## src/rtl/dmem_pkg.sv

```systemverilog
// -----------------------------------------------------------------------------
// dmem_pkg
// Shared constants and types for the KGPMini data-memory arbiter.
//   DMEM_ADDR_W / DMEM_DATA_W : default word-address and data widths
//   PORT_CPU / PORT_LDR       : port indices (CPU load/store, loader/debug)
//   dmem_req_t                : one access request {we, addr, wdata}
// -----------------------------------------------------------------------------
package dmem_pkg;

    localparam int DMEM_ADDR_W = 10;
    localparam int DMEM_DATA_W = 32;

    localparam logic PORT_CPU = 1'b0;
    localparam logic PORT_LDR = 1'b1;

    typedef struct packed {
        logic                   we;
        logic [DMEM_ADDR_W-1:0] addr;
        logic [DMEM_DATA_W-1:0] wdata;
    } dmem_req_t;

endpackage

```

## src/rtl/rr_arb2.sv

```systemverilog
// -----------------------------------------------------------------------------
// rr_arb2
// Two-way arbiter, round-robin or fixed priority (port 0 first), holding the
// last_grant register. A force0 input lets the caller pin ownership to port 0.
// Ports:
//   clk, reset     : clock, asynchronous active-low reset
//   req[1:0]       : per-port request
//   force0         : port 0 wins whenever it requests
//   gnt[1:0]       : one-hot (or zero) grant, combinational from req + state
// -----------------------------------------------------------------------------
module rr_arb2
    import dmem_pkg::*;
#(
    parameter bit RR_EN = 1'b1
) (
    input  logic       clk,
    input  logic       reset,
    input  logic [1:0] req,
    input  logic       force0,
    output logic [1:0] gnt
);

    logic last_grant;

    // NOTE: every output of an always_comb gets a default first so no path
    // leaves it unassigned and a latch is never inferred.
    always_comb begin
        gnt = 2'b00;
        if (force0 && req[0]) begin
            gnt = 2'b01;
        end else if (req == 2'b11) begin
            // On a tie, round-robin hands the slot to the port that did not
            // win last; fixed priority always picks port 0.
            gnt = (RR_EN && (last_grant == PORT_CPU)) ? 2'b10 : 2'b01;
        end else begin
            gnt = req;
        end
    end

    // NOTE: state registers use non-blocking assignments so every flop samples
    // the pre-edge values, independent of process ordering.
    always_ff @(posedge clk or negedge reset) begin
        if (!reset) begin
            last_grant <= PORT_LDR;  // port 0 wins the first tie
        end else if (|gnt) begin
            last_grant <= gnt[1];
        end
    end

endmodule

```

## src/rtl/dmem_arbiter.sv

```systemverilog
// -----------------------------------------------------------------------------
// dmem_arbiter
// Shares the single-ported KGPMini data memory between the CPU load/store
// stage (port 0) and the loader/debug port (port 1). One access per cycle;
// read data returns one cycle after the grant and is steered to the issuer.
// Ports:
//   clk, reset                       : clock, asynchronous active-low reset
//   p0_req/we/lock/addr/wdata        : port 0 request (lock = keep ownership)
//   p0_gnt, p0_rvalid, p0_rdata      : port 0 grant and read return
//   p1_req/we/addr/wdata             : port 1 request (no lock)
//   p1_gnt, p1_rvalid, p1_rdata      : port 1 grant and read return
//   mem_addr/wdata/write/read        : memory controls (zero when idle/reset)
//   mem_rdata                        : memory registered read data
// The request bundle is sized by dmem_pkg, so ADDR_W/DATA_W must match
// DMEM_ADDR_W/DMEM_DATA_W.
// -----------------------------------------------------------------------------
module dmem_arbiter
    import dmem_pkg::*;
#(
    parameter int ADDR_W = DMEM_ADDR_W,
    parameter int DATA_W = DMEM_DATA_W,
    parameter bit RR_EN  = 1'b1
) (
    input  logic              clk,
    input  logic              reset,

    input  logic              p0_req,
    input  logic              p0_we,
    input  logic              p0_lock,
    input  logic [ADDR_W-1:0] p0_addr,
    input  logic [DATA_W-1:0] p0_wdata,
    output logic              p0_gnt,
    output logic              p0_rvalid,
    output logic [DATA_W-1:0] p0_rdata,

    input  logic              p1_req,
    input  logic              p1_we,
    input  logic [ADDR_W-1:0] p1_addr,
    input  logic [DATA_W-1:0] p1_wdata,
    output logic              p1_gnt,
    output logic              p1_rvalid,
    output logic [DATA_W-1:0] p1_rdata,

    output logic [ADDR_W-1:0] mem_addr,
    output logic [DATA_W-1:0] mem_wdata,
    output logic              mem_write,
    output logic              mem_read,
    input  logic [DATA_W-1:0] mem_rdata
);

    logic [1:0] req;
    logic [1:0] gnt;
    logic       any_gnt;
    logic       lock_active;   // port 0 owns the memory (lock_owner = 0)
    logic       rd_pend;
    logic       rd_tag;
    dmem_req_t  p0_bundle;
    dmem_req_t  p1_bundle;
    dmem_req_t  win;

    // Masking requests with reset forces every grant and memory control low
    // while reset is held, without waiting for a clock.
    assign req = {p1_req, p0_req} & {2{reset}};

    rr_arb2 #(
        .RR_EN (RR_EN)
    ) u_arb (
        .clk    (clk),
        .reset  (reset),
        .req    (req),
        .force0 (lock_active),
        .gnt    (gnt)
    );

    assign p0_gnt  = gnt[0];
    assign p1_gnt  = gnt[1];
    assign any_gnt = |gnt;

    assign p0_bundle = '{we: p0_we, addr: p0_addr, wdata: p0_wdata};
    assign p1_bundle = '{we: p1_we, addr: p1_addr, wdata: p1_wdata};

    always_comb begin
        win       = gnt[1] ? p1_bundle : p0_bundle;
        mem_addr  = '0;
        mem_wdata = '0;
        mem_write = 1'b0;
        mem_read  = 1'b0;
        if (any_gnt) begin
            mem_addr  = win.addr;
            mem_wdata = win.wdata;
            mem_write = win.we;
            mem_read  = ~win.we;
        end
    end

    // Lock is taken when port 0 is granted with p0_lock set and survives only
    // while port 0 keeps both req and lock asserted.
    always_ff @(posedge clk or negedge reset) begin
        if (!reset) begin
            lock_active <= 1'b0;
        end else begin
            lock_active <= p0_req && p0_lock && (lock_active || gnt[0]);
        end
    end

    // One-deep tag pipeline matching the memory's 1-cycle read latency.
    // Clearing rd_pend on reset drops any in-flight return for good.
    always_ff @(posedge clk or negedge reset) begin
        if (!reset) begin
            rd_pend <= 1'b0;
            rd_tag  <= PORT_CPU;
        end else begin
            rd_pend <= mem_read;
            if (mem_read) begin
                rd_tag <= gnt[1];
            end
        end
    end

    assign p0_rvalid = rd_pend && (rd_tag == PORT_CPU);
    assign p1_rvalid = rd_pend && (rd_tag == PORT_LDR);
    assign p0_rdata  = p0_rvalid ? mem_rdata : '0;
    assign p1_rdata  = p1_rvalid ? mem_rdata : '0;

endmodule

```

## config.mk

```make
export PLATFORM = sky130hd
export DESIGN_NAME = dmem_arbiter
export DESIGN_NICKNAME = d
export VERILOG_FILES = /design/src/rtl/dmem_pkg.sv /design/src/rtl/rr_arb2.sv /design/src/rtl/dmem_arbiter.sv
export SDC_FILE = /design/constraint.sdc
export NUM_CORES = 1
export LEC_CHECK = 0
export ABC_AREA = 0
export BUFFER_PORTS_ARGS = -buffer_cell sky130_fd_sc_hd__buf_4
export CELL_PAD_IN_SITES_DETAIL_PLACEMENT = 1
export CELL_PAD_IN_SITES_GLOBAL_PLACEMENT = 2
export CORE_MARGIN = 2
export CORE_UTILIZATION = 11
export DETAILED_ROUTE_END_ITERATION = 10
export PLACE_DENSITY_LB_ADDON = 0.1
export SLEW_MARGIN = 25
export SYNTH_ARGS = -nofsm -noshare
export SYNTH_HDL_FRONTEND = slang
export SYNTH_SLANG_ARGS = --single-unit
```

## constraint.sdc

```tcl
create_clock -name clk -period 1.4 [get_ports clk]
set_clock_uncertainty 0.2 [all_clocks]
set_input_delay 0.07 -clock clk [delete_from_list [all_inputs] [get_ports clk]]
set_output_delay 0.07 -clock clk [all_outputs]
set_load 0.005 [all_outputs]
```

==> results of run 1 <==
through the flow:
step                       util  area (um2)  TNS (ps)  cells
after floorplan               -        1690      -767    293
after global placement    0.241        3640    -11250    695
after detailed placement  0.241        3640    -12060    695
after CTS                 0.273        4120    -29750    716
after global routing      0.308        4640    -35690    726
final                     0.308        4640    -29350    726
area by class of cell:
type                            instances  area (um2)  share of cell area
Clock buffer                            4        78.8              0.0170
Multi-Input combinational cell        256        1730               0.373
Tap cell                              188         235              0.0507
Timing Repair Buffer                  274        2490               0.537
Sequential cell                         4         104              0.0224
metal layers:
metal / part of all wire / global-route usage
met1: 0.37 / 0.143
met2: 0.53 / 0.249
met3: 0.088 / 0.0392
met4: 0.011 / 0.0239
met5: 0 / 0
flip-flops by register name (all words and copies together), names as in the netlist:
| signal | cells |
|---|---|
| lock_active | 1 |
| rd_pend | 1 |
| rd_tag | 1 |
| u_arb.last_grant | 1 |
report_power, final:
group / total [uW] / switching, uW / internal, uW
sequential: 152 / 17.4 / 135
clock: 468 / 91.4 / 377
combinational: 1740 / 697 / 1040
cells by family (layout without fill, tap and decap cells):
family,Yosys count,count (layout),share of synthesized area
DFF,4,4,0.0601
buffers and inverters,33,278,0.118
AOI/OAI and AO/OA,51,51,0.190
and+or+nand+nor,205,205,0.632
cell usage in the layout, fill, tap and decap left out:
cell type	count
a211oi_4	1
a21o_1	1
a21oi_1	1
and2_1	41
and2_4	34
and3_1	14
and3_4	20
buf_12	7
buf_16	2
buf_4	197
buf_6	58
buf_8	3
clkbuf_1	1
clkbuf_16	6
dfrtp_1	1
dfrtp_2	2
dfstp_2	1
dlygate4sd3_1	3
dlymetal6s4s_1	1
nand2_1	88
nand2_2	1
nand2b_1	1
nor2_1	2
nor2_4	1
nor2b_1	1
nor2b_4	1
nor3b_4	1
o211ai_1	1
o21a_1	1
o21a_4	1
o21ai_0	1
o21ai_1	1
o21ai_4	1
o22ai_1	25
o22ai_2	16
o22ai_4	1
path summary, 6_finish.rpt:
kind,end,slack [ps],cells past startpoint
hold reg to reg,lock_active,410,2
setup reg to reg,u_arb.last_grant,-160,6
hold / removal,rd_pend,10,3
min in group asynchronous,lock_active,60,3
setup / recovery,mem_wdata[12],-480,6
max in group asynchronous,rd_tag,380,3
tightest hold or removal path, cell delays in order:
cell      delay, ps
buf_4            90
and3_4          200
a211oi_4         40
repair_timing:
item	4_1_cts	5_1_grt
setup endpoints to repair	114	116
buffers inserted	9	9
gates resized for setup	48	110
gates cloned	5	5
pin swaps	16	28
hold buffers	3	1
endpoints found under the hold margin	7	2
==> out/qor.yml, run 1 <==
outcome:
  status: "finished with violations"
  violations: "setup timing"
drt:
  ant_nets: 0
  routed-via-count: 3049
  drc: 0
  drtPass1Iterations: 4
  routedWlPerCell_um: 16.6
  viasPerCell: 4.20
  dr.first_iter.drc_count: 39
  wirelength_mm: 12.1
setup_path:
  cp.required_ps: 1130
  crit_path_max_fanout: 5
  worstSetupEndpointType: "output pin"
  crit_slowest_cell: "dfrtp_2"
  crit_buf_inv: 3
  cp.arrival_ps: 1610
  crit_start: "lock_active"
  reg2reg_from: "u_arb.last_grant"
  crit_family: "buffers and inverters"
  path_cells: "nor3b_4 > buf_6 > clkbuf_16 > o22ai_1 > and2_1 > buf_4"
  cpPeakStageDelay_ps: 450
  crit_type: "flip-flop to output pin"
  start_kind: "flip-flop"
floorplan:
  start_util: 0.112
  rows: 45
  core_um2: 15100
  die_h_um: 128
  fp.dieW_um: 128
  pin_count: 235
  die_area_um2: 16300
min_path:
  min_from: "p1_we"
  hold_path_class: "primary input to flip-flop"
clock_tree:
  cts_buffers: 3
  clock_sinks: 4
  htree_levels: 1
  clockBufferDepth: 2
  cts_root_buffer: "clkbuf_16"
  clk_transition_reported_paths_ps: 30
  tritoncts: "built"
  insertion_delay_ps: 230
timing:
  hold_viol_final: 0
  setup_ws_ps: -478
  fin_crit_sh: 1.34
  rsz0062_at_grt: "yes"
  hold_ws_ps: 9.86
  drv_slew: 0
  tightest_slew_ps: 343
  fin_crit_ps: 1880
  max_freq_mhz: 532
  setup_viol: 115
  relSlewSlack: 0.770
yosys:
  synth_seq_area_share: 0.0601
  ys.flop_type: "dfrtp_1"
  synthDominantCellAreaShare: 0.278
  synth.net_count: 416
  yosysWarnings: 0
  synth_cell_types: 21
  syn_area_um2: 1690
  synthTopCellsByCount: "nand2_1, and2_1, o22ai_1, and3_1, clkbuf_1"
  synth-async-reset-ratio: 1.00
  yosysTopAreaCell: "and2_1"
  netlist_instances: 293
  yosysMostFrequentCell: "nand2_1"
  synth_area_leaders: "and2_1, nand2_1, o22ai_1"
  synth_area_per_cell_um2: 5.75
  ys_ff_latch: 4
  synth-edff-count: 0
cells_and_area:
  layout-drive-gt1-share: 0.658
  nets: 662
  nFillCells: 1812
  syn2layout_area_growth_pct: 175
  diodes: 0
placed_design:
  routabilityCongestion: 0.721
  hpwl_mm: 7.95
  portBuffers: 234
  preCtsSetupSlack_ps: -301
job:
  max_cap_viol_count: 0
global_routing:
  grt_pass1_vias: 3115
  grt_use_total: 0.130
  grt_pass1_wl_mm: 16.9
  gr-total-overflow: 0
  antenna_found_initial: 0
  grt_start_max_net_pins: 45
power_and_ir_drop:
  power_density_nw_per_um2: 509
  ir_drop_v: 0.000319
  total_power_uw: 2360
  leakagePower_uw: 0.00236
Note: power is estimated with default switching activity, not from simulation.
==> run 2, diff against run 1 <==
SKIP_CTS_REPAIR_TIMING = 1   (was unset)
==> out/qor.yml, run 2 (synthesis gave the netlist of run 1 again) <==
outcome:
  status: "finished with violations"  # unchanged
  violations: "setup timing"  # unchanged
timing:
  hold_viol_final: 0  # unchanged
  rsz0062_at_grt: "yes"  # unchanged
  relSlewSlack: 0.812  # was 0.770
  fin_crit_ps: 1880  # about the same
  setup_viol: 114  # was 115
  max_freq_mhz: 531  # was 532 MHz
  tightest_slew_ps: 281  # was 343 ps
  fin_crit_sh: 1.34  # about the same
  setup_ws_ps: -482  # was -478 ps
  drv_slew: 0  # unchanged
drt:
  ant_nets: 0  # unchanged
  top_layer: "met4"  # unchanged
  routed-via-count: 3025  # was 3049
  drc: 0  # unchanged
  wl_met1_mm: 4.48  # was 4.50 mm
  routedWlPerCell_um: 16.7  # was 16.6 um
  wl_met3_mm: 1.04  # was 1.06 mm
  dr.first_iter.drc_count: 64  # was 39
  wl_met2_mm: 6.34  # was 6.38 mm
  drtPass1Iterations: 4  # unchanged
  viasPerCell: 4.21  # was 4.20
  wirelength_mm: 12.0  # was 12.1 mm
floorplan:
  core_um2: 15100  # unchanged
  start_util: 0.112  # unchanged
  fp.dieW_um: 128  # unchanged
  pin_count: 235  # unchanged
  die_h_um: 128  # unchanged
  rows: 45  # unchanged
  die_area_um2: 16300  # unchanged
setup_path:
  start_kind: "flip-flop"  # unchanged
  crit_end: "mem_wdata[11]"  # was mem_wdata[12]
  reg2reg_from: "u_arb.last_grant"  # unchanged
  cp.arrival_ps: 1610  # about the same
  r2r_slack_ps: -70  # was -160 ps
  crit_start: "lock_active"  # unchanged
  reg2regPathDepth: 3  # was 6
  cp.required_ps: 1130  # about the same
  regToRegEndpoint: "rd_pend"  # was u_arb.last_grant
  crit_path_max_fanout: 9  # was 5
  crit_type: "flip-flop to output pin"  # unchanged
  worstSetupEndpointType: "output pin"  # unchanged
job:
  max_cap_viol_count: 0  # unchanged
placed_design:
  preCtsSetupSlack_ps: -301  # unchanged
  routabilityCongestion: 0.721  # unchanged
  hpwl_mm: 7.95  # unchanged
  place_inst: 695  # unchanged
  portBuffers: 234  # unchanged
cells_and_area:
  mostFrequentLayoutCell: "buf_4"  # unchanged
  most-common-layout-cells: "buf_4, nand2_1, and2_1"  # was buf_4, nand2_1, buf_6
  nets: 654  # was 662
  layout-drive-gt1-share: 0.611  # was 0.658
  diodes: 0  # unchanged
  instances_no_fill: 718  # was 726
  syn2layout_area_growth_pct: 164  # was 175%
clock_tree:
  clock_sinks: 4  # unchanged
  cts_buffers: 3  # unchanged
  insertion_delay_ps: 220  # was 230 ps
  clk_transition_reported_paths_ps: 30  # about the same
  clockBufferDepth: 2  # unchanged
  cts_root_buffer: "clkbuf_16"  # unchanged
  htree_levels: 1  # unchanged
  tritoncts: "built"  # unchanged
global_routing:
  grt_pass1_wl_mm: 15.3  # was 16.9 mm
  grt_start_max_net_pins: 45  # unchanged
  grt_use_total: 0.117  # was 0.130
  grt_pass1_vias: 2914  # was 3115
  antenna_found_initial: 0  # unchanged
  gr-total-overflow: 0  # unchanged
min_path:
  hold_path_class: "primary input to flip-flop"  # unchanged
power_and_ir_drop:
  leakagePower_uw: 0.00222  # was 0.00236 uW
  power_density_nw_per_um2: 519  # was 509 nW/um2
  ir_drop_v: 0.000322  # was 0.000319 V
  total_power_uw: 2310  # was 2360 uW
==> run 2: metal layers <==
layer	GRT usage	vias to the layer above
met5	0	-
met4	0.0278	0
met3	0.0401	8
met2	0.220	137
met1	0.125	1428
li1	-	1452
==> run 2: how the worst min path moves through the flow <==
stage                     start          end  slack (ps)  cells past startpoint
after global routing      p1_we      rd_pend          50                      3
final                     p1_we      rd_pend          20                      3
after detailed placement  reset      rd_pend        -250                      1
after global placement    reset      rd_pend        -250                      1
after floorplan           reset  lock_active        -430                      0
after CTS                 reset      rd_pend        -480                      1
==> run 2: power by group <==
| part | leakage [uW] | internal, uW | switching [uW] |
|---|---|---|---|
| logic | 0.00214 | 1030 | 663 |
| registers | 0.0000456 | 135 | 25.4 |
| clock network | 0.0000382 | 377 | 85.7 |
==> run 2: cell type report <==
| cell class | instances | area (um2) |
|---|---|---|
| Timing Repair Buffer | 266 | 2420 |
| Fill cell | 1804 | 10600 |
| Sequential cell | 4 | 104 |
| Clock buffer | 4 | 78.8 |
| Tap cell | 188 | 235 |
| Multi-Input combinational cell | 256 | 1620 |
==> run 2: worst max-delay path, stage by stage (launching register included) <==
cell and delay (ps):
dfrtp_2 440, nor3b_4 250, buf_4 180, clkbuf_16 160, o22ai_1 60, and2_1 160, buf_4 130
==> run 2: per-stage QoR <==
stage,setup TNS [ps],util,hold slack [ps],area (um2)
after global routing,-35850,0.295,46.5,4460
after CTS,-29910,0.247,-483,3720
after floorplan,-767,-,-426,1690
after global placement,-11250,0.241,-248,3640
final,-29520,0.295,15.3,4460
after detailed placement,-12060,0.241,-250,3640
